==> config.mk <==
export PLATFORM = sky130hd
export DESIGN_NAME = floo_link_boundary_flat
export DESIGN_NICKNAME = d
export VERILOG_FILES = /design/src/rtl/floo_link_boundary_pkg.sv /design/src/rtl/floo_link_boundary_if.sv /design/src/rtl/floo_link_port.sv /design/src/rtl/floo_link_boundary.sv /design/src/flat_wrapper.sv
export SDC_FILE = /design/constraint.sdc
export NUM_CORES = 1
export LEC_CHECK = 0
export ABC_AREA = 1
export CORE_ASPECT_RATIO = 1.75
export CORE_MARGIN = 3
export CORE_UTILIZATION = 46
export CTS_CLUSTER_DIAMETER = 200
export DETAILED_ROUTE_END_ITERATION = 12
export PLACE_DENSITY = 0.76
export SLEW_MARGIN = 20
export SYNTH_ARGS = -nofsm -noshare
export SYNTH_HDL_FRONTEND = slang
export SYNTH_HIERARCHICAL = 1
export SYNTH_SLANG_ARGS = --single-unit
==> constraint.sdc <==
create_clock -name clk_i -period 1.7 [get_ports clk_i]
set_clock_uncertainty 0.15 [all_clocks]
set_input_delay 0.425 -clock clk_i [delete_from_list [all_inputs] [get_ports clk_i]]
set_output_delay 0.425 -clock clk_i [all_outputs]
set_load 0.01 [all_outputs]
==> src/rtl/floo_link_boundary_pkg.sv <==
// Shared types and limits for the tile-edge link boundary stage.
// Port FSM states and the legal FIFO depth range live here.
package floo_link_boundary_pkg;

  localparam int unsigned MinLinkDepth = 2;
  localparam int unsigned MaxLinkDepth = 16;

  typedef enum logic [1:0] {
    StActive,
    StDrain,
    StIsolated
  } port_state_e;

  function automatic logic depth_ok(input int unsigned depth);
    return (depth >= MinLinkDepth) && (depth <= MaxLinkDepth);
  endfunction

endpackage

==> src/rtl/floo_link_boundary_if.sv <==
// Router-side and link-side handshake bundle for all ports of one channel class.
// master = router/link environment, slave = the boundary stage.
interface floo_link_boundary_if #(
  parameter int unsigned NumPorts  = 4,
  parameter int unsigned FlitWidth = 64,
  parameter int unsigned CntWidth  = 16
);

  logic [NumPorts-1:0]           in_valid_i;
  logic [NumPorts-1:0]           in_ready_o;
  logic [NumPorts*FlitWidth-1:0] in_data_i;
  logic [NumPorts-1:0]           out_valid_o;
  logic [NumPorts-1:0]           out_ready_i;
  logic [NumPorts*FlitWidth-1:0] out_data_o;
  logic [NumPorts-1:0]           isolate_req_i;
  logic [NumPorts-1:0]           isolate_ack_o;
  logic [NumPorts*CntWidth-1:0]  fwd_cnt_o;

  modport master (
    output in_valid_i, in_data_i, out_ready_i, isolate_req_i,
    input  in_ready_o, out_valid_o, out_data_o, isolate_ack_o, fwd_cnt_o
  );

  modport slave (
    input  in_valid_i, in_data_i, out_ready_i, isolate_req_i,
    output in_ready_o, out_valid_o, out_data_o, isolate_ack_o, fwd_cnt_o
  );

endinterface

==> src/rtl/floo_link_port.sv <==
// One link port: registered FIFO, isolation FSM and forwarded-flit counter.
// All handshake outputs are registered, so in_ready_o never sees out_ready_i.
module floo_link_port
  import floo_link_boundary_pkg::*;
#(
  parameter int unsigned FlitWidth = 64,
  parameter int unsigned Depth     = 2,
  parameter int unsigned CntWidth  = 16
) (
  input  logic                 clk_i,
  input  logic                 rst_ni,
  input  logic                 in_valid_i,
  output logic                 in_ready_o,
  input  logic [FlitWidth-1:0] in_data_i,
  output logic                 out_valid_o,
  input  logic                 out_ready_i,
  output logic [FlitWidth-1:0] out_data_o,
  input  logic                 isolate_req_i,
  output logic                 isolate_ack_o,
  output logic [CntWidth-1:0]  fwd_cnt_o
);

  localparam int unsigned PtrWidth  = (Depth > 1) ? $clog2(Depth) : 1;
  localparam int unsigned FillWidth = $clog2(Depth + 1);

  typedef logic [PtrWidth-1:0]  ptr_t;
  typedef logic [FillWidth-1:0] fill_t;

  logic [FlitWidth-1:0] r_mem [Depth];
  ptr_t                 r_wptr, r_rptr;
  fill_t                r_fill;
  port_state_e          r_state;
  logic                 r_in_ready, r_out_valid, r_ack;
  logic [CntWidth-1:0]  r_fwd;

  logic        w_push, w_pop;
  fill_t       w_fill_next;
  ptr_t        w_wptr_next, w_rptr_next;
  port_state_e w_state_next;

  assign w_push = in_valid_i & r_in_ready;
  assign w_pop  = r_out_valid & out_ready_i;

  assign w_wptr_next = (r_wptr == ptr_t'(Depth - 1)) ? '0 : r_wptr + ptr_t'(1);
  assign w_rptr_next = (r_rptr == ptr_t'(Depth - 1)) ? '0 : r_rptr + ptr_t'(1);

  always_comb begin
    w_fill_next = r_fill;
    unique case ({w_push, w_pop})
      2'b10:   w_fill_next = r_fill + fill_t'(1);
      2'b01:   w_fill_next = r_fill - fill_t'(1);
      default: w_fill_next = r_fill;
    endcase
  end

  // A request with nothing left to drain goes straight to isolation, so the ack
  // lands one cycle after the last pop (or the cycle after the request if empty).
  always_comb begin
    w_state_next = r_state;
    unique case (r_state)
      StActive, StDrain: begin
        if (!isolate_req_i)          w_state_next = StActive;
        else if (w_fill_next == '0)  w_state_next = StIsolated;
        else                         w_state_next = StDrain;
      end
      StIsolated: begin
        if (!isolate_req_i) w_state_next = StActive;
      end
      default: w_state_next = StActive;
    endcase
  end

  always_ff @(posedge clk_i or negedge rst_ni) begin
    if (!rst_ni) begin
      r_state     <= StActive;
      r_in_ready  <= 1'b1;
      r_out_valid <= 1'b0;
      r_ack       <= 1'b0;
      r_wptr      <= '0;
      r_rptr      <= '0;
      r_fill      <= '0;
      r_fwd       <= '0;
      r_mem       <= '{default: '0};
    end else begin
      r_state     <= w_state_next;
      r_in_ready  <= (w_state_next == StActive) && (w_fill_next != fill_t'(Depth));
      r_out_valid <= (w_state_next != StIsolated) && (w_fill_next != '0);
      r_ack       <= (w_state_next == StIsolated);
      r_fill      <= w_fill_next;
      if (w_push) begin
        r_mem[r_wptr] <= in_data_i;
        r_wptr        <= w_wptr_next;
      end
      if (w_pop) begin
        r_rptr <= w_rptr_next;
        r_fwd  <= r_fwd + CntWidth'(1);
      end
    end
  end

  assign in_ready_o    = r_in_ready;
  assign out_valid_o   = r_out_valid;
  assign out_data_o    = r_mem[r_rptr];
  assign isolate_ack_o = r_ack;
  assign fwd_cnt_o     = r_fwd;

endmodule

==> src/rtl/floo_link_boundary.sv <==
// Tile-edge link stage: one independent buffered, isolatable port per direction.
// Ports share nothing; the top only slices the packed bundle per port.
module floo_link_boundary
  import floo_link_boundary_pkg::*;
#(
  parameter int unsigned NumPorts  = 4,
  parameter int unsigned FlitWidth = 64,
  parameter int unsigned Depth     = 2,
  parameter int unsigned CntWidth  = 16
) (
  input logic                 clk_i,
  input logic                 rst_ni,
  floo_link_boundary_if.slave link
);

  if (!depth_ok(Depth)) begin : gen_depth_check
    $error("floo_link_boundary: Depth must be in 2..16");
  end

  logic [NumPorts-1:0]           w_in_ready, w_out_valid, w_ack;
  logic [NumPorts*FlitWidth-1:0] w_out_data;
  logic [NumPorts*CntWidth-1:0]  w_fwd_cnt;

  for (genvar p = 0; p < NumPorts; p++) begin : gen_port
    floo_link_port #(
      .FlitWidth (FlitWidth),
      .Depth     (Depth),
      .CntWidth  (CntWidth)
    ) u_port (
      .clk_i         (clk_i),
      .rst_ni        (rst_ni),
      .in_valid_i    (link.in_valid_i[p]),
      .in_ready_o    (w_in_ready[p]),
      .in_data_i     (link.in_data_i[p*FlitWidth +: FlitWidth]),
      .out_valid_o   (w_out_valid[p]),
      .out_ready_i   (link.out_ready_i[p]),
      .out_data_o    (w_out_data[p*FlitWidth +: FlitWidth]),
      .isolate_req_i (link.isolate_req_i[p]),
      .isolate_ack_o (w_ack[p]),
      .fwd_cnt_o     (w_fwd_cnt[p*CntWidth +: CntWidth])
    );
  end

  assign link.in_ready_o    = w_in_ready;
  assign link.out_valid_o   = w_out_valid;
  assign link.out_data_o    = w_out_data;
  assign link.isolate_ack_o = w_ack;
  assign link.fwd_cnt_o     = w_fwd_cnt;

endmodule

==> src/flat_wrapper.sv <==
// flat-port wrapper written by rule: the top's interface ports become plain ports
module floo_link_boundary_flat import floo_link_boundary_pkg::*;
#(
  parameter int unsigned NumPorts  = 4,
  parameter int unsigned FlitWidth = 64,
  parameter int unsigned Depth     = 2,
  parameter int unsigned CntWidth  = 16
)
  (clk_i, rst_ni, link_in_valid_i, link_in_data_i, link_out_ready_i, link_isolate_req_i, link_in_ready_o, link_out_valid_o, link_out_data_o, link_isolate_ack_o, link_fwd_cnt_o);
  floo_link_boundary_if #(.NumPorts(NumPorts), .FlitWidth(FlitWidth), .CntWidth(CntWidth)) link_i ();
  input logic clk_i;
  input logic rst_ni;
  input wire logic [$bits(link_i.in_valid_i)-1:0] link_in_valid_i;
  input wire logic [$bits(link_i.in_data_i)-1:0] link_in_data_i;
  input wire logic [$bits(link_i.out_ready_i)-1:0] link_out_ready_i;
  input wire logic [$bits(link_i.isolate_req_i)-1:0] link_isolate_req_i;
  output wire logic [$bits(link_i.in_ready_o)-1:0] link_in_ready_o;
  output wire logic [$bits(link_i.out_valid_o)-1:0] link_out_valid_o;
  output wire logic [$bits(link_i.out_data_o)-1:0] link_out_data_o;
  output wire logic [$bits(link_i.isolate_ack_o)-1:0] link_isolate_ack_o;
  output wire logic [$bits(link_i.fwd_cnt_o)-1:0] link_fwd_cnt_o;
  assign link_i.in_valid_i = link_in_valid_i;
  assign link_i.in_data_i = link_in_data_i;
  assign link_i.out_ready_i = link_out_ready_i;
  assign link_i.isolate_req_i = link_isolate_req_i;
  assign link_in_ready_o = link_i.in_ready_o;
  assign link_out_valid_o = link_i.out_valid_o;
  assign link_out_data_o = link_i.out_data_o;
  assign link_isolate_ack_o = link_i.isolate_ack_o;
  assign link_fwd_cnt_o = link_i.fwd_cnt_o;
  floo_link_boundary #(.NumPorts(NumPorts), .FlitWidth(FlitWidth), .Depth(Depth), .CntWidth(CntWidth)) u_core (.clk_i(clk_i), .rst_ni(rst_ni), .link(link_i));
endmodule
### Word level (Yosys, flattened, before mapping)

Cells that the tools add are included.

* memories: 0
* input port bits: 270
* RAM bits: 0
* bits in read-only memories: 0
* register bits after elaboration: 612
* logic and storage cells: 200
* latch bits: 0
* output and inout bits: 332

* mux-type cells: 52
* divide/modulo/power cells: 0
* add/subtract/negate cells: 20
* shift operators: 0
* bitwise gates (word level): 16
* reduce and logical (&&, ||, !) cells: 32
* equality and inequality tests: 28
* multiply operators: 0
* magnitude comparators: 12

Operator list (count)
* $mux 64: 16
* $bwmux 128: 4
* $demux 64 s1: 4
* $add 16x1->16 const B: 4
* $pmux 2 s2: 8
* $eq 2x2->1 const B: 12
* $logic_not 2->1: 12
* $mux 2: 12
* $eq 2x1->1 const B: 8
* $ge 2x2->1 const B: 8
* $ne 2x2->1 const B: 8
* $not 1->2: 8
* $logic_and 1x1->1: 12
* $add 1x1->1 const B: 8
* $add 2x1->2 const B: 4
* $and 1x1->1: 8
* $lt 2x1->1 const B: 4
* $mux 1: 8
* $reduce_bool 2->1: 4
* $reduce_or 2->1: 4
* $sub 2x1->2 const B: 4

### Logic depth before layout (Yosys ltp)

Gate-level depths: netlist (run 1).

* depth in word-level cells: 9
* gate-level depth with buffers: 10

### Modules after synthesis

The synthesis (run 1) kept the hierarchy.

By module, submodules not included
* floo_link_port (u_core.gen_port[1].u_port ...): area an instance 6926.6 µm², cells an instance 821, sequential area each 3829.9 µm², times used 2
* floo_link_port (u_core.gen_port[0].u_port): area an instance 6945.4 µm², cells an instance 823, sequential area each 3829.9 µm², times used 1
* floo_link_port (u_core.gen_port[3].u_port): area an instance 6915.4 µm², cells an instance 816, sequential area each 3829.9 µm², times used 1

### Worst setup path after synthesis (run 1)

OpenSTA, ideal clock, no wires.

* path type: register to register
* start point: register u_core.gen_port[0].u_port.r_out_valid
* end point: register u_core.gen_port[0].u_port.r_out_valid
* setup time: 0.120 ns
* path buffers: 0
* data arrival time: 1.481 ns
* required time: 1.430 ns
* setup slack: -0.051 ns
* stages on the path, launching flop included: 9
* path through: dfrtp_1 -> nand2_2 -> inv_1 -> ha_1 -> or2_2 -> nand4_1 -> nand3_1 -> o21ai_0 -> inv_1

* word-level cells in the longest chain between the ends: 9

Ends and longest elaborated chain
* start, declared: RTL line floo_link_port.sv:33 `logic r_in_ready, r_out_valid, r_ack;`
* start signal, assigned: RTL line floo_link_port.sv:87 `r_out_valid <= (w_state_next != StIsolated) && (w_fill_next != '0);`
* $and 1x1->1 *: RTL line floo_link_port.sv:42 `assign w_pop = r_out_valid & out_ready_i;`
* via u_core.gen_port[0].u_port.w_pop: RTL line floo_link_port.sv:36 `logic w_push, w_pop;`
* $eq 2x1->1 / $eq 2x2->1 (equally long branches): RTL line floo_link_port.sv:49 `unique case ({w_push, w_pop})`
* $pmux 2 s2 *: RTL line floo_link_port.sv:49
* $logic_not 2->1: RTL line floo_link_port.sv:63 `else if (w_fill_next == '0) w_state_next = StIsolated;`
* $mux 2: RTL line floo_link_port.sv:63
* $mux 2: RTL line floo_link_port.sv:62 `if (!isolate_req_i) w_state_next = StActive;`
* $pmux 2 s2: RTL line floo_link_port.sv:60 `unique case (r_state)`
* $ne 2x2->1: RTL line floo_link_port.sv:87
* $logic_and 1x1->1 *: RTL line floo_link_port.sv:87

Mark *: on every way through the listed nets, which the timed path passes. The rest lies on a longest branch.
A chain may end at the register's enable or synchronous reset.

### Final worst setup path (run 1)

* start point: register u_core.gen_port[3].u_port.r_rptr
* end point: output link_out_data_o[239]

* word-level cells in the longest chain between the ends: 4

Ends and longest elaborated chain
* start, declared: RTL line floo_link_port.sv:30 `ptr_t r_wptr, r_rptr;`
* start signal, assigned: RTL line floo_link_port.sv:95 `r_rptr <= w_rptr_next;`
* $not 1->2 (not written as such): RTL line floo_link_port.sv:103 `assign out_data_o = r_mem[r_rptr];`
* $mux 64 (not written as such) (3 in a row): RTL line floo_link_port.sv:103
* end, declared: RTL line flat_wrapper.sv:19 `output wire logic [$bits(link_i.out_data_o)-1:0] link_out_data_o;`

Every way passes these cells. The select of a mux whose other input is x is not followed.

==> summary.md, run 1 <==
| Metric | Value |
|---|---|
| Status | `finished with violations` |
| Failing checks | `negative setup slack` |
| Power Dens Cells | `1970 mW/mm2` |
| Fill count | `3634` |
| Initial Utilization | `0.467` |
| Unique cell type count in the Yosys netlist | `26` |
| Mapped Area | `0.0277 mm2` |
| DR vias/cell | `5.32` |
| Final Hold Viols | `0` |
| Sw frac | `0.411` |
| Initial antenna violation count | `11` |
| Met1 usage | `0.295` |
| TNS Setup | `-165.84 ns` |
| CTS tree | `yes` |
| Register area | `0.0153 mm2` |
| CP max-delay cell | `dfrtp_2` |
| Worst-path maximum fanout | `10` |
| #FFs+latches synth | `612` |
| RSZ-0062 raised after global routing | `yes` |
| Fmax achieved | `0.420 GHz` |
| Clock share of power | `0.141` |
| Clock sink total | `612` |
| FF-to-FF setup slack | `-0.22 ns` |
| CP cell instances | `buf_6 -> buf_12 -> buf_8 -> nand2_1 -> nand2_1 -> buf_2` |
| HPWL Detailed | `57.3 mm` |
| First-pass GRT wire length | `129 mm` |
| Pre-CTS setup slack | `-0.500 ns` |
| Routed len/inst | `20.5 um` |
| Detail Route Antenna Nets | `0` |
| Worst slew pin tran | `0.401 ns` |
| Setup violations, final | `499` |
| Gr usage total | `0.258` |
| Leading cell types in the layout, fill and taps excluded | `nand2_1, dfrtp_1, inv_1` |
| Int Pwr | `51.1 mW` |
| Die Ht | `331 um` |
| Commonest register cell after synthesis | `dfrtp_1` |
| Final worst slack | `-0.683 ns` |
| Total core area | `0.0594 mm2` |
| Slowest stage delay, CP | `0.44 ns` |
| Tmin final | `2.38 ns` |
| Comb pwr share | `0.553` |
| CTS buffer count | `55` |
| Worst endpoint data arrival time | `1.81 ns` |
| Final RePlAce weighted congestion | `0.862` |
| Fin nets | `4449` |
| Final global-route overflow total | `0` |
| Asr flop ratio synth | `1.00` |
| Number of buffers added on ports | `601` |
| Peak supply drop | `1.44 mV` |
| Via Count | `26600` |
| IO Pins | `602` |
| Endpoint type of the worst setup path | `output port` |
| Max-Cap Viols | `0` |
| Iter 0 DRT Violations | `1953` |
| Slew headroom | `0.733` |
| Cells after Synth | `3281` |
| Part of the power in registers | `0.305` |
| Die ar. | `0.0633 mm2` |
| Die Wd | `192 um` |
| Number of synthesized flops with an enable pin | `0` |
| GRT Max-Usage Layer | `met2` |
| Proportion of layout cells with a drive suffix above 1 | `0.403` |
| RR Endpoint | `u_core/gen_port[3].u_port/r_mem[116]` |
| Footprint of the multi-input gates | `0.0133 mm2` |
| P_sw | `35.7 mW` |
| Syn avg cell area | `8.45 um2` |
| Post-Syn Nets | `3559` |
| Min-Delay Path Class | `primary input to async pin` |
| Num rows | `118` |
| Setup CP Type | `register to output port` |
| # DRC | `0` |
| Tcrit/Tclk final | `1.40` |
| Crit path launch | `u_core/gen_port[3].u_port/r_rptr` |
| Clock network latency to the later pin of the worst-skew pair | `0.60 ns` |
| Largest net degree at the start of global routing | `71` |
| Max-slew violations | `0` |
| Area Overhead vs Synth | `58.7%` |
| Root buffer cell | `clkbuf_16` |
| CP dominant cell by count | `nand2_1` |
| Grt met2 use | `0.453` |
| R2r startpoint | `u_core/gen_port[3].u_port/in_ready_o` |
| Worst setup SP type | `register` |
| CP Data Required Time | `1.12 ns` |
| Reg clk slew, reported paths | `0.07 ns` |
| Most common cell after layout, fill and taps aside | `nand2_1` |
| Clk buf depth | `3` |
| GRT met3 Usage | `0.0690` |
| Drt first pass iters | `6` |
| H-tree Lvls | `2` |
| Share of the yosys chip area belonging to registers | `0.553` |
| Leakage power | `22.9 nW` |
| Vias in the first global route | `24200` |
| WL final | `103 mm` |
| R2R cell count | `8` |
| Ys Warns | `6` |
repair_timing:
action | 4_1_cts | 5_1_grt
hold endpoints to repair | 462 | 0
endpoints found under the setup margin | 356 | 610
cloned | 27 | 54
pin swaps | 61 | 174
buffers inserted | 95 | 47
resized for setup | 1726 | 1019
hold buffers | 1 | 0
per-stage QoR:
step	power [mW]	cells	utilization	instance area, um2	hold slack, ns
finish	86.8	5003	0.741	44000	0.108
global placement	56.8	4682	0.603	35800	0.112
detailed placement	57.5	4682	0.603	35800	0.109
CTS	73.5	4905	0.657	39000	0.0946
floorplan	40.7	3281	-	27700	-0.0206
global route	91.0	5000	0.741	44000	0.0858
flip-flops by register name (all words and copies together), names as in the netlist:
| register | count |
|---|---|
| u_core/gen_port.u_port/r_fill | 8 |
| u_core/gen_port.u_port/r_rptr | 4 |
| u_core/gen_port.u_port/fwd_cnt_o | 64 |
| u_core/gen_port.u_port/in_ready_o | 4 |
| u_core/gen_port.u_port/r_wptr | 4 |
| u_core/gen_port.u_port/r_state | 8 |
| u_core/gen_port.u_port/out_valid_o | 4 |
| u_core/gen_port.u_port/isolate_ack_o | 4 |
| u_core/gen_port.u_port/r_mem | 512 |
critical path, delay by kind of cell, from the launching register on:
family / cells / cell delay (ns)
and+or+nand+nor: 2 / 0.18
DFF: 1 / 0.44
buffers and inverters: 4 / 0.58
how the worst max path moves through the flow:
stage / end / depth (start not counted)
after floorplan: u_core/gen_port[0].u_port/out_valid_o / 7
after global placement: u_core/gen_port[1].u_port/out_valid_o / 9
after detailed placement: u_core/gen_port[1].u_port/out_valid_o / 7
after CTS: link_out_data_o[92] / 8
after global routing: link_out_data_o[94] / 8
final: link_out_data_o[239] / 6
synthesized netlist by cell type, types with 4 or more instances:
master    count  area share
nand2_1    1424        0.19
dfrtp_1     608        0.55
inv_1       356       0.048
o21ai_0     265       0.048
o21ai_2     220       0.070
clkbuf_1     58      0.0079
buf_6        52       0.021
nor2_1       51      0.0069
nand3_1      45      0.0081
buf_1        37      0.0050
o21ai_1      36      0.0065
xor2_1       32       0.010
buf_2        21      0.0038
xnor2_1      16      0.0051
a21oi_1      12      0.0022
nand4_1      10      0.0023
ha_1          8      0.0036
nor3_1        8      0.0014
nand2_2       5      0.0011
dfstp_2       4      0.0038
or2_4         4      0.0013
cell type report:
| cell class | instances | area share |
|---|---|---|
| flip-flops and latches | 612 | 0.348 |
| multi-input cells | 2152 | 0.303 |
| repair buffers | 994 | 0.256 |
| clock buffers | 88 | 0.0371 |
| inverters | 356 | 0.0308 |
| well taps | 780 | 0.0222 |
| clock inverters | 12 | 0.00225 |
| diodes | 9 | 0.000512 |
power groups by stage:
stage / sequential, mW / clock [mW] / combinational [mW]
floorplan: 23.9 / 0 / 16.9
global placement: 24.2 / 0 / 32.6
detailed placement: 24.5 / 0 / 33.1
CTS: 24.4 / 12.4 / 36.6
global route: 27.0 / 13.1 / 50.9
finish: 26.5 / 12.3 / 48.0
routing by layer:
metal / vias up / wire length [um] / part of all wire
li1: 11900 / - / -
met5: - / 47 / 0.00046
met1: 12900 / 35200 / 0.34
met4: 6 / 6460 / 0.063
met3: 393 / 9300 / 0.091
met2: 1365 / 51600 / 0.50
cell families after synthesis:
group / share of synthesized area
AOI/OAI and AO/OA: 0.127
xor gates and xnor gates: 0.0152
DFF: 0.553
and+or+nand+nor: 0.216
adders and majority gates: 0.00361
buffers and inverters: 0.0860
(Power assumes the default switching activity.)
==> run 2, diff against run 1 <==
CAP_MARGIN = 5   (was unset)
SETUP_SLACK_MARGIN = 0.15   (was unset)
==> run 2 against run 1 <==
The flow still finishes with violations (negative setup slack). Clock power barely moved. Final cell count fell by 0.68%. Core utilization is 2.3 points lower. Flip-flop and latch count is the same. Sequential power decreased by 2%. Non-clock buffer count shrank 29. Count of clock-buffer cells in the layout is 9 lower. Worst setup slack better by 0.016 ns. Wire length down 4.8%. Die area is the same. Via count down 1.7%. Largest cell class unchanged.
==> summary.md, run 2 (same netlist as run 1, synthesis figures left out) <==
| Metric | Value |
|---|---|
| Largest Register | `u_core/gen_port.u_port/r_mem` |
| Die ar. | `0.0633 mm2 (unchanged)` |
| Initial antenna violation count | `17 (+6)` |
| First-pass GRT wire length | `127 mm (-1.8%)` |
| Final worst slack | `-0.667 ns (+0.0162 ns)` |
| Non-Filler Instances | `4969 (-0.68%)` |
| Iter 0 DRT Violations | `1902 (-2.6%)` |
| Worst setup SP type | `register` |
| Peak supply drop | `1.31 mV (-9.5%)` |
| # DRC | `0 (unchanged)` |
| HPWL Detailed | `57.7 mm (+0.74%)` |
| Fill count | `3881 (+6.8%)` |
| CP cell instances | `inv_8 -> buf_12 -> buf_16 -> nand2_2 -> nand2_1 -> buf_2` |
| Routed len/inst | `19.6 um (-4.1%)` |
| Die Wd | `192 um (unchanged)` |
| Footprint of the multi-input gates | `0.0127 mm2 (-5.0%)` |
| Slowest stage delay, CP | `0.48 ns (+0.04 ns)` |
| Layout Cell Area excl Fill | `0.0426 mm2 (-3.1%)` |
| Leading cell types in the layout, fill and taps excluded | `nand2_1, dfrtp_1, inv_1` |
| IO Pins | `602 (unchanged)` |
| Power Dens Cells | `1950 mW/mm2 (-1.1%)` |
| Min-Delay Path Class | `primary input to async pin` |
| Largest net degree at the start of global routing | `87 (+23%)` |
| H-tree Lvls | `2 (unchanged)` |
| DP Area | `0.0357 mm2 (-0.14%)` |
| Leakage power | `22.2 nW (-2.9%)` |
| WL final | `97.6 mm (-4.8%)` |
| Status | `finished with violations` |
| Clk buf depth | `3 (unchanged)` |
| Drt first pass iters | `6 (unchanged)` |
| Most common cell after layout, fill and taps aside | `nand2_1` |
| Final core occ | `0.718 (-0.0227)` |
| Failing checks | `negative setup slack` |
| Clock network latency to the later pin of the worst-skew pair | `0.59 ns (about the same)` |
| Setup CP Type | `register to output port` |
| Proportion of layout cells with a drive suffix above 1 | `0.372 (-0.0310)` |
| Worst endpoint data arrival time | `1.79 ns (-0.02 ns)` |
| Total core area | `0.0594 mm2 (unchanged)` |
| Final RePlAce weighted congestion | `0.869 (+0.82%)` |
| Clock share of power | `0.151 (+0.010)` |
| Clock sink total | `612 (unchanged)` |
| Part of the power in registers | `0.314 (+0.009)` |
| Area Overhead vs Synth | `53.9%` |
| Reg clk slew, reported paths | `0.07 ns (about the same)` |
| CTS buffer count | `53 (-3.6%)` |
| Worst slew pin tran | `0.477 ns (+0.0756 ns)` |
| Endpoint type of the worst setup path | `output port` |
| DR vias/cell | `5.27 (-1.0%)` |
| Setup violations, final | `465 (-6.8%)` |
| RSZ-0062 raised after global routing | `yes` |
| CTS tree | `yes` |
| Vias in the first global route | `24300 (+0.50%)` |
| Register area | `0.0153 mm2 (about the same)` |
| P_sw | `33.7 mW (-5.7%)` |
| Via Count | `26200 (-1.7%)` |
| Max-Cap Viols | `0 (unchanged)` |
| Family with the most delay on the worst path | `buffers and inverters` |
| Initial Utilization | `0.467 (unchanged)` |
| Comb pwr share | `0.535 (-0.018)` |
| Root buffer cell | `clkbuf_16` |
| Max reg flops | `512 (unchanged)` |
| Die Ht | `331 um (unchanged)` |
| Bufs and invs on worst path | `4 (unchanged)` |
| Number of buffers added on ports | `601 (unchanged)` |
| Fin nets | `4416 (-0.74%)` |
| Crit path launch | `u_core/gen_port[1].u_port/r_rptr` |
| DP Cell Count | `4674 (-0.17%)` |
| Tmin final | `2.37 ns (-0.0162 ns)` |
| Tcrit/Tclk final | `1.39 (-0.00955)` |
| CP Data Required Time | `1.12 ns (about the same)` |
| Sw frac | `0.404 (-0.00669)` |
| CP max-delay cell | `dfrtp_2` |
| Slew headroom | `0.682 (-0.0504)` |
| Fmax achieved | `0.423 GHz (+0.69%)` |
| Int Pwr | `49.6 mW (-3.0%)` |
| FF-to-FF setup slack | `-0.11 ns (+0.11 ns)` |
| Gr usage total | `0.252 (-0.00626)` |
| Final global-route overflow total | `0 (unchanged)` |
| Detail Route Antenna Nets | `0 (unchanged)` |
| Fin Hold WS | `0.101 ns (-0.00743 ns)` |
| Num rows | `118 (unchanged)` |
| R2r startpoint | `u_core/gen_port[1].u_port/in_ready_o` |
| Worst-path maximum fanout | `8 (-2)` |
| Final Hold Viols | `0 (unchanged)` |
| Max-slew violations | `0 (unchanged)` |
## run 2: changes by cell type in the layout (fill, tap and decap cells not counted), moves of 10 or more
| cell | delta |
|---|---|
| buf_8 | -11 |
| buf_12 | -10 |
| buf_2 | -18 |
| buf_4 | +16 |
| buf_6 | -33 |
| nand2_2 | -35 |
| clkbuf_2 | +36 |
| nand2_4 | -86 |
| nand2_1 | +119 |
## run 2: per-stage QoR
| step | setup TNS, ns | worst slack, ns | power, mW |
|---|---|---|---|
| after floorplan | 0 | 0.101 | 41.1 |
| after global placement | -195.64 | -0.437 | 56.6 |
| after detailed placement | -205.00 | -0.454 | 57.4 |
| after CTS | -190.70 | -0.662 | 72.1 |
| after global routing | -180.20 | -0.715 | 87.6 |
| final | -154.59 | -0.667 | 83.3 |
## run 2: power by group through the flow
| stage | combinational [mW] | clock (mW) | sequential [mW] |
|---|---|---|---|
| final | 44.6 | 12.6 | 26.1 |
| after global routing | 47.6 | 13.3 | 26.7 |
| after CTS | 34.7 | 12.7 | 24.7 |
| after detailed placement | 32.8 | 0 | 24.6 |
| after global placement | 32.2 | 0 | 24.3 |
| after floorplan | 17.2 | 0 | 23.9 |
## run 2: final cells by class
| type | count | area share |
|---|---|---|
| flip-flops and latches | 612 | 0.360 |
| multi-input cells | 2150 | 0.297 |
| well taps | 780 | 0.0229 |
| clock buffers | 79 | 0.0370 |
| inverters | 356 | 0.0319 |
| repair buffers | 965 | 0.247 |
| diodes | 11 | 0.000646 |
| clock inverters | 16 | 0.00461 |
## run 2: worst reg2reg max path, stage by stage, from the launching register on
cell and delay (ns):
dfstp_2 0.57, buf_6 0.13, nand2_8 0.07, buf_6 0.13
or2_4 0.29, buf_4 0.20, nand2_1 0.10, o21ai_2 0.07
## run 2: path summary, 6_finish.rpt
path	endpoint	depth (start not counted)
worst max register to register	u_core/gen_port[1].u_port/r_mem[77]	7
min in group clk_i	u_core/gen_port[3].u_port/r_mem[126]	3
max in group asynchronous	u_core/gen_port[2].u_port/fwd_cnt_o[10]	4
worst max-delay path	link_out_data_o[67]	6
worst min register to register	u_core/gen_port[3].u_port/r_mem[107]	2
worst min-delay path	u_core/gen_port[2].u_port/r_mem[34]	2
## run 2: per-layer routing
layer / part of all wire / track usage
met1: 0.34 / 0.279
met2: 0.52 / 0.440
met3: 0.091 / 0.0774
met4: 0.056 / 0.119
met5: 0.00076 / 0
## run 2: timing repair
item	4_1_cts	5_1_grt
hold buffers	1	0
setup buffers	36	87
setup endpoints to repair	653	730
endpoints found under the hold margin	581	0
pin swaps	40	136
gates cloned	18	47
gates resized for setup	1229	1142
==> run 3, diff against run 2 <==
SKIP_CTS_REPAIR_TIMING = 1   (was unset)
==> run 3 against run 2 <==
The flow still finishes with violations (negative setup slack). Largest cell class unchanged. Via count is 7.8% lower. Die area unchanged. Combinational power down 16%. Final cell count down 2.5%. Global-route usage down 1.2 points. Power shrank 9.9%. Wire length decreased by 14%. Core utilization fell by 4.8 points. Critical path depth up 1. First-iteration DRC count down 22%. Flip-flop and latch count unchanged.
==> summary.md, run 3 (same netlist as run 1, synthesis figures left out) <==
| Metric | Value |
|---|---|
| Status | `finished with violations` |
| Failing checks | `negative setup slack` |
| Worst endpoint data arrival time | `1.85 ns (+0.06 ns)` |
| Number of buffers added on ports | `601 (unchanged)` |
| Die ar. | `0.0633 mm2 (unchanged)` |
| Final global-route overflow total | `0 (unchanged)` |
| Power Dens Cells | `1880 mW/mm2 (-3.5%)` |
| Max-slew violations | `0 (unchanged)` |
| Min-Delay Path Class | `primary input to async pin` |
| # DRC | `0 (unchanged)` |
| Endpoint type of the worst setup path | `output port` |
| Iter 0 DRT Violations | `1491 (-22%)` |
| Routed len/inst | `17.4 um (-12%)` |
| Clock network latency to the later pin of the worst-skew pair | `0.59 ns (about the same)` |
| DR vias/cell | `4.98 (-5.5%)` |
| CP Data Required Time | `1.12 ns (about the same)` |
| Total core area | `0.0594 mm2 (unchanged)` |
| Fill count | `4527 (+17%)` |
| CP cell instances | `buf_6 -> buf_8 -> buf_6 -> buf_12 -> nand2_2 -> nand2_2 -> buf_6` |
| Bufs and invs on worst path | `5 (+1)` |
| Drt first pass iters | `5 (-1)` |
| IO Pins | `602 (unchanged)` |
| Family with the most delay on the worst path | `buffers and inverters` |
| CTS tree | `yes` |
| Die Wd | `192 um (unchanged)` |
| Via Count | `24100 (-7.8%)` |
| Worst-path maximum fanout | `8 (unchanged)` |
| Leading cell types in the layout, fill and taps excluded | `nand2_1, dfrtp_1, inv_1` |
| Max reg flops | `512 (unchanged)` |
| Reg clk slew, reported paths | `0.07 ns (about the same)` |
| Fmax achieved | `0.412 GHz (-2.5%)` |
| First-pass GRT wire length | `121 mm (-4.4%)` |
| Clock sink total | `612 (unchanged)` |
| Initial antenna violation count | `18 (+1)` |
| Initial Utilization | `0.467 (unchanged)` |
| Part of the power in registers | `0.335 (+0.021)` |
| Worst setup SP type | `register` |
| Final RePlAce weighted congestion | `0.869 (unchanged)` |
| Setup CP Type | `register to output port` |
| Slew headroom | `0.683 (about the same)` |
| Max-Cap Viols | `0 (unchanged)` |
| Final core occ | `0.671 (-0.0477)` |
| Tmin final | `2.43 ns (+0.0603 ns)` |
| Clk buf depth | `3 (unchanged)` |
| Proportion of layout cells with a drive suffix above 1 | `0.241 (-0.131)` |
| Die Ht | `331 um (unchanged)` |
| Fin nets | `4290 (-2.9%)` |
| CP dominant cell by count | `buf_6` |
| Most common cell after layout, fill and taps aside | `nand2_1` |
| Peak supply drop | `1.27 mV (-3.0%)` |
| WL final | `84.2 mm (-14%)` |
| Area Overhead vs Synth | `43.6%` |
| Int Pwr | `45.6 mW (-8.0%)` |
| Gr usage total | `0.240 (-0.0121)` |
| Num rows | `118 (unchanged)` |
| Worst slew pin tran | `0.476 ns (-0.000635 ns)` |
| Tcrit/Tclk final | `1.43 (+0.0355)` |
| Comb pwr share | `0.498 (-0.037)` |
| CTS buffer count | `53 (unchanged)` |
| Leakage power | `21.7 nW (-2.4%)` |
| Final Hold Viols | `0 (unchanged)` |
| RSZ-0062 raised after global routing | `yes` |
| Detail Route Antenna Nets | `0 (unchanged)` |
| Largest Register | `u_core/gen_port.u_port/r_mem` |
| Sw frac | `0.391 (-0.0130)` |
| P_sw | `29.3 mW (-13%)` |
| Final worst slack | `-0.727 ns (-0.0603 ns)` |
| CP max-delay cell | `dfrtp_2` |
| Clock share of power | `0.166 (+0.015)` |
| Vias in the first global route | `23500 (-3.4%)` |
| Root buffer cell | `clkbuf_16` |
| R2r startpoint | `u_core/gen_port[1].u_port/in_ready_o` |
| Setup violations, final | `353 (-24%)` |
| HPWL Detailed | `57.7 mm (unchanged)` |
| Slowest stage delay, CP | `0.48 ns (about the same)` |
| RR Endpoint | `u_core/gen_port[1].u_port/out_valid_o` |
| H-tree Lvls | `2 (unchanged)` |
| R2R cell count | `7 (unchanged)` |
| FF-to-FF setup slack | `-0.06 ns (+0.05 ns)` |
| Largest net degree at the start of global routing | `87 (unchanged)` |
| Pre-CTS setup slack | `-0.454 ns (unchanged)` |
-- run 3: cell count changes in the layout (fill, tap and decap cells not counted), sizes merged --
cell	previous run	this run
buf	625	335
bufbuf	3	0
clkbuf	147	158
clkdlybuf4s50	268	339
clkinv	11	12
diode	11	14
dlymetal6s2s	0	89
or2	10	5
-- run 3: worst reg2reg max path, delay by kind of cell, from the launching register on --
kind            cells  cell delay, ns
simple gates        2            0.21
flops               1            0.56
buf+inv             2            0.17
compound gates      1            0.09
fa+ha+maj           1            0.29
xor+xnor            1            0.18
-- run 3: worst max-delay path by stage --
stage                                         start                                     to  slack [ns]  cells past startpoint
3_3_place_gp       u_core/gen_port[3].u_port/r_rptr                   link_out_data_o[214]       -0.44                      5
4_1_cts            u_core/gen_port[3].u_port/r_rptr                   link_out_data_o[214]       -1.11                      5
5_1_grt            u_core/gen_port[1].u_port/r_rptr                    link_out_data_o[74]       -0.77                      7
6_report           u_core/gen_port[1].u_port/r_rptr                    link_out_data_o[74]       -0.73                      7
2_1_floorplan  u_core/gen_port[0].u_port/in_ready_o  u_core/gen_port[0].u_port/out_valid_o        0.10                      7
3_5_place_dp       u_core/gen_port[3].u_port/r_rptr                   link_out_data_o[214]       -0.45                      5
-- run 3: final cells by class --
type	instances	area, um2	share of cell area
well taps	780	976	0.0245
clock buffers	79	1580	0.0396
repair buffers	843	9040	0.227
clock inverters	16	196	0.00493
flip-flops and latches	612	15300	0.385
inverters	356	1370	0.0343
multi-input cells	2145	11300	0.283
diodes	14	35.0	0.000880
repair inverters	1	11.3	0.000283
-- run 3: per-stage QoR --
step	hold WS (ns)	instances	TNS (ns)	power (mW)	cell area, um2
after CTS	-0.535	4769	-286.25	70.1	37500
after detailed placement	0.0987	4674	-205.00	57.4	35700
after global placement	0.0992	4674	-195.64	56.6	35700
final	0.0989	4846	-179.90	75.0	39800
after floorplan	-0.0206	3281	0	41.1	27900
after global routing	0.104	4841	-205.36	79.6	39800
-- run 3: routing by layer --
metal | global-route usage | share of wire | vias up
met2 | 0.415 | 0.51 | 835
met4 | 0.105 | 0.047 | 10
met3 | 0.0748 | 0.088 | 197
met1 | 0.272 | 0.35 | 11500
li1 | - | - | 11600
met5 | 0 | 0.00078 | -
-- run 3: power by group through the flow --
stage / clock network (mW) / logic, mW / registers (mW)
after global placement: 0 / 32.2 / 24.3
after CTS: 12.7 / 33.0 / 24.4
after detailed placement: 0 / 32.8 / 24.6
after global routing: 13.2 / 40.6 / 25.8
final: 12.5 / 37.4 / 25.1
after floorplan: 0 / 17.2 / 23.9
